$ cat src/rtl/axi_aw_arbiter.sv
// Round-robin write arbiter: NUM_MST AXI masters share one slave AW/W port, B routed back by ID index.
// Optional watchdog enabled by defining AXI_AW_ARB_TIMEOUT_EN (otherwise timeout_err is tied to 0).

module axi_aw_arbiter #(
    parameter int NUM_MST = 4,
    parameter int ADDR_W  = 8,
    parameter int ID_W    = 8,
    parameter int DATA_W  = 8,
    localparam int IDX_W  = $clog2(NUM_MST),
    localparam int AW_W   = ID_W + ADDR_W + 13,
    localparam int W_W    = DATA_W + DATA_W / 8 + 1
) (
    input  logic                      aclk,
    input  logic                      areset,
    input  logic [NUM_MST-1:0]        m_awvalid,
    output logic [NUM_MST-1:0]        m_awready,
    input  logic [NUM_MST*AW_W-1:0]   m_aw,
    output logic                      s_awvalid,
    input  logic                      s_awready,
    output logic [AW_W+IDX_W-1:0]     s_aw,
    input  logic [NUM_MST-1:0]        m_wvalid,
    output logic [NUM_MST-1:0]        m_wready,
    input  logic [NUM_MST*W_W-1:0]    m_w,
    output logic                      s_wvalid,
    input  logic                      s_wready,
    output logic [W_W-1:0]            s_w,
    input  logic                      s_bvalid,
    output logic                      s_bready,
    input  logic [ID_W+IDX_W-1:0]     s_bid,
    input  logic [1:0]                s_bresp,
    output logic [NUM_MST-1:0]        m_bvalid,
    input  logic [NUM_MST-1:0]        m_bready,
    output logic [ID_W-1:0]           m_bid,
    output logic [1:0]                m_bresp,
    output logic [NUM_MST-1:0]        grant,
    output logic                      timeout_err
);

    typedef enum logic [1:0] {IDLE, ADDR, DATA} state_t;

    state_t           state;
    logic [IDX_W-1:0] gidx;
    logic [IDX_W-1:0] last_idx;
    logic [IDX_W-1:0] nxt_idx;
    logic [IDX_W-1:0] bk;
    logic             aw_hs;
    logic             w_hs;
    logic             w_last_hs;

    // Nearest requester after 'last' wins; 'last' itself has lowest priority.
    function automatic logic [IDX_W-1:0] rr_pick(input logic [NUM_MST-1:0] req,
                                                 input logic [IDX_W-1:0]   last);
        logic [IDX_W-1:0] pick;
        logic [IDX_W-1:0] ix;
        int               idx;
        pick = last;
        for (int n = NUM_MST; n >= 1; n--) begin
            idx = (int'(last) + n) % NUM_MST;
            ix  = IDX_W'(idx);
            if (req[ix]) pick = ix;
        end
        return pick;
    endfunction

    assign nxt_idx   = rr_pick(m_awvalid, last_idx);
    assign aw_hs     = s_awvalid & s_awready;
    assign w_hs      = s_wvalid & s_wready;
    assign w_last_hs = w_hs & s_w[0];

    always_ff @(posedge aclk or posedge areset) begin
        if (areset) begin
            state    <= IDLE;
            gidx     <= '0;
            last_idx <= IDX_W'(NUM_MST - 1);
            grant    <= '0;
        end else begin
            case (state)
                IDLE: begin
                    if (|m_awvalid) begin
                        gidx  <= nxt_idx;
                        grant <= NUM_MST'(1) << nxt_idx;
                        state <= ADDR;
                    end
                end
                // A granted master that drops awvalid simply keeps us waiting here.
                ADDR: begin
                    if (aw_hs) state <= DATA;
                end
                DATA: begin
                    if (w_last_hs) begin
                        last_idx <= gidx;
                        grant    <= '0;
                        state    <= IDLE;
                    end
                end
                default: begin
                    grant <= '0;
                    state <= IDLE;
                end
            endcase
        end
    end

    always_comb begin
        m_awready = '0;
        s_awvalid = 1'b0;
        s_aw      = '0;
        m_wready  = '0;
        s_wvalid  = 1'b0;
        s_w       = '0;
        case (state)
            ADDR: begin
                s_awvalid       = m_awvalid[gidx];
                s_aw            = {gidx, m_aw[int'(gidx)*AW_W +: AW_W]};
                m_awready[gidx] = s_awready;
            end
            DATA: begin
                s_wvalid       = m_wvalid[gidx];
                s_w            = m_w[int'(gidx)*W_W +: W_W];
                m_wready[gidx] = s_wready;
            end
            default: ;
        endcase
    end

    // B path is independent of the FSM; unknown indices are accepted and discarded.
    assign bk      = s_bid[ID_W+IDX_W-1:ID_W];
    assign m_bid   = s_bid[ID_W-1:0];
    assign m_bresp = s_bresp;

    always_comb begin
        m_bvalid = '0;
        s_bready = 1'b1;
        for (int i = 0; i < NUM_MST; i++) begin
            if (bk == IDX_W'(i)) begin
                m_bvalid[i] = s_bvalid;
                s_bready    = m_bready[i];
            end
        end
        if (areset) begin
            m_bvalid = '0;
            s_bready = 1'b0;
        end
    end

`ifdef AXI_AW_ARB_TIMEOUT_EN
    logic [15:0] wd_cnt;
    logic        wd_err;

    function automatic logic [15:0] sat_inc16(input logic [15:0] v);
        return (v == 16'hFFFF) ? v : v + 16'd1;
    endfunction

    always_ff @(posedge aclk or posedge areset) begin
        if (areset) begin
            wd_cnt <= '0;
            wd_err <= 1'b0;
        end else begin
            if (state == IDLE || aw_hs || w_hs) wd_cnt <= '0;
            else                                wd_cnt <= sat_inc16(wd_cnt);
            if (wd_cnt == 16'hFFFF) wd_err <= 1'b1;
        end
    end

    assign timeout_err = wd_err;
`else
    assign timeout_err = 1'b0;
`endif

endmodule

$ cat config.mk
export PLATFORM = sky130hd
export DESIGN_NAME = axi_aw_arbiter
export DESIGN_NICKNAME = d
export VERILOG_FILES = /design/src/rtl/axi_aw_arbiter.sv
export SDC_FILE = /design/constraint.sdc
export NUM_CORES = 1
export LEC_CHECK = 0
export ABC_AREA = 1
export BUFFER_PORTS_ARGS = -buffer_cell sky130_fd_sc_hd__buf_2
export CORE_AREA = 2 2 98 100
export CTS_CLUSTER_DIAMETER = 50
export DETAILED_ROUTE_END_ITERATION = 8
export DIE_AREA = 0 0 100 102
export HOLD_SLACK_MARGIN = 0.03
export PLACE_DENSITY = 0.62
export SYNTH_ARGS = -nofsm -noshare
export SYNTH_HDL_FRONTEND = slang
export SYNTH_SLANG_ARGS = --single-unit
export TNS_END_PERCENT = 20
$ cat constraint.sdc
create_clock -name aclk -period 3.3 [get_ports aclk]
set_input_delay 0.165 -clock aclk [delete_from_list [all_inputs] [get_ports aclk]]
set_output_delay 0.165 -clock aclk [all_outputs]
set_load 0.02 [all_outputs]
# After elaboration in Yosys (flattened, before gate mapping)
# Index checks and enable logic that the tools add are counted.
# totals
regBits	10
input_bits	185
out_inout_bits	71
word_cells	82
# op_classes
addsub	4
n_mul	2
order_cmp	6
eq_ne	8
n_shift	3
muxes	41
bitwise	6
reduce_logical	8
# ops
cell	n
variable part select 116 x 8 -> 29 bit	1
variable part select 40 x 7 -> 10 bit	1
2-to-1 mux 31 bit	1
2-to-1 mux 4 bit	5
2-to-1 mux 1 bit	18
less-than comparator 2 x 3 -> 1 bit, second input constant	5
2-to-1 mux 2 bit	7
binary-select mux 1 bit (select 2 bit)	6
case mux 4 bit (3 select lines)	1
2-to-1 mux 10 bit	1
AND 4 bit	2
multiplier 2 x 5 -> 7 bit, second input constant	1
equality test 2 bit, second input constant	3
!= test 2 bit, second input constant	3
case mux 2 bit (3 select lines)	1
AND reduction 3 bit	2
multiplier 2 x 3 -> 5 bit, second input constant	1
adder 2 x 1 -> 2 bit, second input constant	2
adder 2 bit, second input constant	2
equality test 2 x 1 -> 1 bit, second input constant	2
zero test 2 bit	2
AND reduction 2 bit	2
OR reduction 4 bit	1
left shift 1 x 2 -> 4 bit, first input constant	1
other kinds (5)	7

# Depth between registers and ports, before layout
# logic_depth
ltp_word	10
mapped_depth	12
depth_no_buf	11

# Worst setup path after synthesis
# No wires, ideal clock.
# synth_path
path_type	register to output
from	register gidx[0]
to	output s_aw[0]
arrival_time_ns	1.448
required_time_ns	3.135
path_slack_ns	1.687
path_stages_with_launch	7
path_buffers	3
path_cell_list	dfrtp_1 -> buf_6 -> inv_4 -> buf_6 -> clkbuf_1 -> nand3_1 -> a31oi_1
# synth_between
elab_chain_cells	3
# synth_rtl
item	line	text
start, declared	42	logic [IDX_W-1:0] gidx;
start signal, assigned	80	gidx <= nxt_idx;
multiplier 2 x 5 -> 7 bit	114	s_aw = {gidx, m_aw[int'(gidx)*AW_W +: AW_W]};
variable part select 116 x 8 -> 29 bit	114	
2-to-1 mux 31 bit	111	case (state)
end, declared	20	output logic [AW_W+IDX_W-1:0] s_aw,
# Every way passes these cells.

# Worst setup path in the final report
# layout_path
from	register gidx[1]
to	output s_aw[4]
# The elaborated chain is that of the path after synthesis.

==> metrics <==
status=completed; TritonCTS buffer count=3; Final Cell Area=3190 µm²; unrepaired setup endpoints after global routing=no; worst path cell trace=buf_4, nor2_4, buf_12, a22oi_1, a31oi_1, buf_2; Post-Syn Area=2020 µm²; placed cell area=3120 µm²; HPWL after detailed placement=7890 µm; fin nets=731; CP max stage cell=nor2_4; Tightest Pin Transition=1030 ps; initial antenna violation count=0; vias in the first global route=2886; Hold WS=193 ps; maximum capacitance violations=0; leakage power=1.71 nW; Post-Synthesis Net Count=528; via count=3388; Die Y-Extent=102 µm; WP buf/inv=3; die area=10200 µm²; setup TNS=0 ps; Clock Path Buffers=2; antenna viol nets, final=0; Routed WL per cell=15.1 µm; fin crit share=0.740; Placement Setup Slack=1150 ps; TritonCTS Sinks=10; sequential share of the synthesized area=0.125; Post-Route Utilization=0.350; post-synth top area cell=nand3_1; layout cells sized above 1=0.473; total global-route track usage=0.170; max incr delay on CP=560 ps; cell row count=35; pwr dens=822 nW/µm²; YS warnings=0; synthesis-to-layout area growth=58.2%; FMAX=0.410 GHz; Post-Route WL=9890 µm; share of the synthesized area in the top cell type=0.214; TritonRoute pass-1 iters=5; H-tree levels=1; PortBufs=234; Overflow after GRT=0; Critical Path RT=3130 ps; post-synthesis cell type count=27; crit start category=flop; WP data arrival=2280 ps; min cycle time layout=2440 ps; final hold vios=0; final setup fails=0; first-pass GRT wire length=14200 µm; largest net degree at the start of global routing=48; Vias per Instance=5.16; peak supply drop=374 µV; hold_buf cts=1; setup slack after layout=859 ps; # fillers=1035; register bit total from synthesis=10; Post-Synthesis Cells=343; dominant cells by area after synthesis=nand3_1 (21%), a22oi_1 (14%), nand2_1 (13%), a31oi_1 (12%), dfrtp_1 (9.9%); Largest delay share family, worst path=buffers and inverters; Worst setup EP type=primary output; clock slew at reported path FFs=50 ps; Die X=100 µm; post-cts resize count=0; # diodes=0; Final Wtd Congestion=0.795; initial core utilization=0.221; CTS tree=done; Mean Syn Cell Area=5.88 µm²; initial DRC count=138; max_slew headroom=0.313; CTS root buf=clkbuf_8; critical path fanouts, max=47; IO Count=256; crit path kind=flop to primary output; clock skew=3.15 ps; DRC=0; count of pins over their slew limit=0; Skew-Pair Late Insertion Delay=240 ps; Core Box Area=9110 µm²; Setup Fix Bufs, Post-CTS=0; HP Class=input pin to flop
## final timing paths
check                           slack [ps]      start  cells after the start     endpoint
min in group asynchronous              490     areset                      3     state[0]
worst min-delay path                   190  s_awready                      3     state[1]
worst max-delay path                   860    gidx[1]                      6      s_aw[4]
worst min register to register         480   grant[0]                      2     grant[0]
max in group asynchronous             2480     areset                      3  last_idx[1]
worst max register to register        1290    gidx[0]                     11     grant[1]
## cell families after synthesis
family                 Yosys count  share of synthesized area
and+or+nand+nor                186                      0.417
AOI/OAI and AO/OA               86                      0.291
buffers and inverters           60                      0.165
DFF                             10                      0.125
other                            1                    0.00186
## cell usage in the layout, fill, tap and decap left out, types with 4 or more instances in the layout
cell type and count:
nand2_1 69, a22oi_1 38, nand3_1 86, nor2_1 21, clkbuf_8 4, buf_4 5
dfrtp_1 6, inv_1 14, buf_2 234, o21ai_0 4, a31oi_1 38
## through the flow
step,total power [mW],std cells
4_1_cts,2.63,656
3_5_place_dp,2.46,651
6_report,2.62,656
5_1_grt,2.84,656
3_3_place_gp,2.43,651
2_1_floorplan,1.85,343
## sequential cells by signal (all words and copies together) (netlist names)
register	cells
grant	4
gidx	2
last_idx	2
state	2
## worst register-to-register path, stage by stage (launching register included)
cell and delay (ps):
dfrtp_2 520, inv_4 100, buf_4 430, nand2_1 110
nand2_1 80, nand2_1 60, nand2_1 110, nand3_2 110
nand2_2 110, nand3_2 100, nand2_1 120, o21ai_1 60
## cell usage after synthesis, drive strengths merged
| master | n |
|---|---|
| conb | 1 |
| nor4 | 2 |
| o21ai | 6 |
| dfstp | 2 |
| clkbuf | 13 |
| a31oi | 38 |
| buf | 30 |
| nor2 | 23 |
| dfrtp | 8 |
| a21oi | 2 |
| a41oi | 1 |
| nand3 | 88 |
| inv | 17 |
| o22ai | 1 |
| a22oi | 38 |
| nand2 | 70 |
| or2 | 1 |
| nor3 | 2 |
## per-layer routing
layer | track usage | wire [µm]
met3 | 0.0192 | 726
met5 | 0 | 0
met1 | 0.225 | 4040
met2 | 0.294 | 4940
met4 | 0.0516 | 181
## power breakdown
part	internal, mW	switching (mW)
clock network	0.105	0.0500
registers	0.176	0.0681
logic	0.709	1.51
total	0.989	1.63
## final cells by class
type                    count  area (µm²)  area share
flip-flops and latches     10         255      0.0800
multi-input cells         273        1440       0.450
well taps                 111         139      0.0435
inverters                  17        66.3      0.0208
repair buffers            241        1240       0.388
clock buffers               4        55.1      0.0173
(Power assumes the default switching activity.)
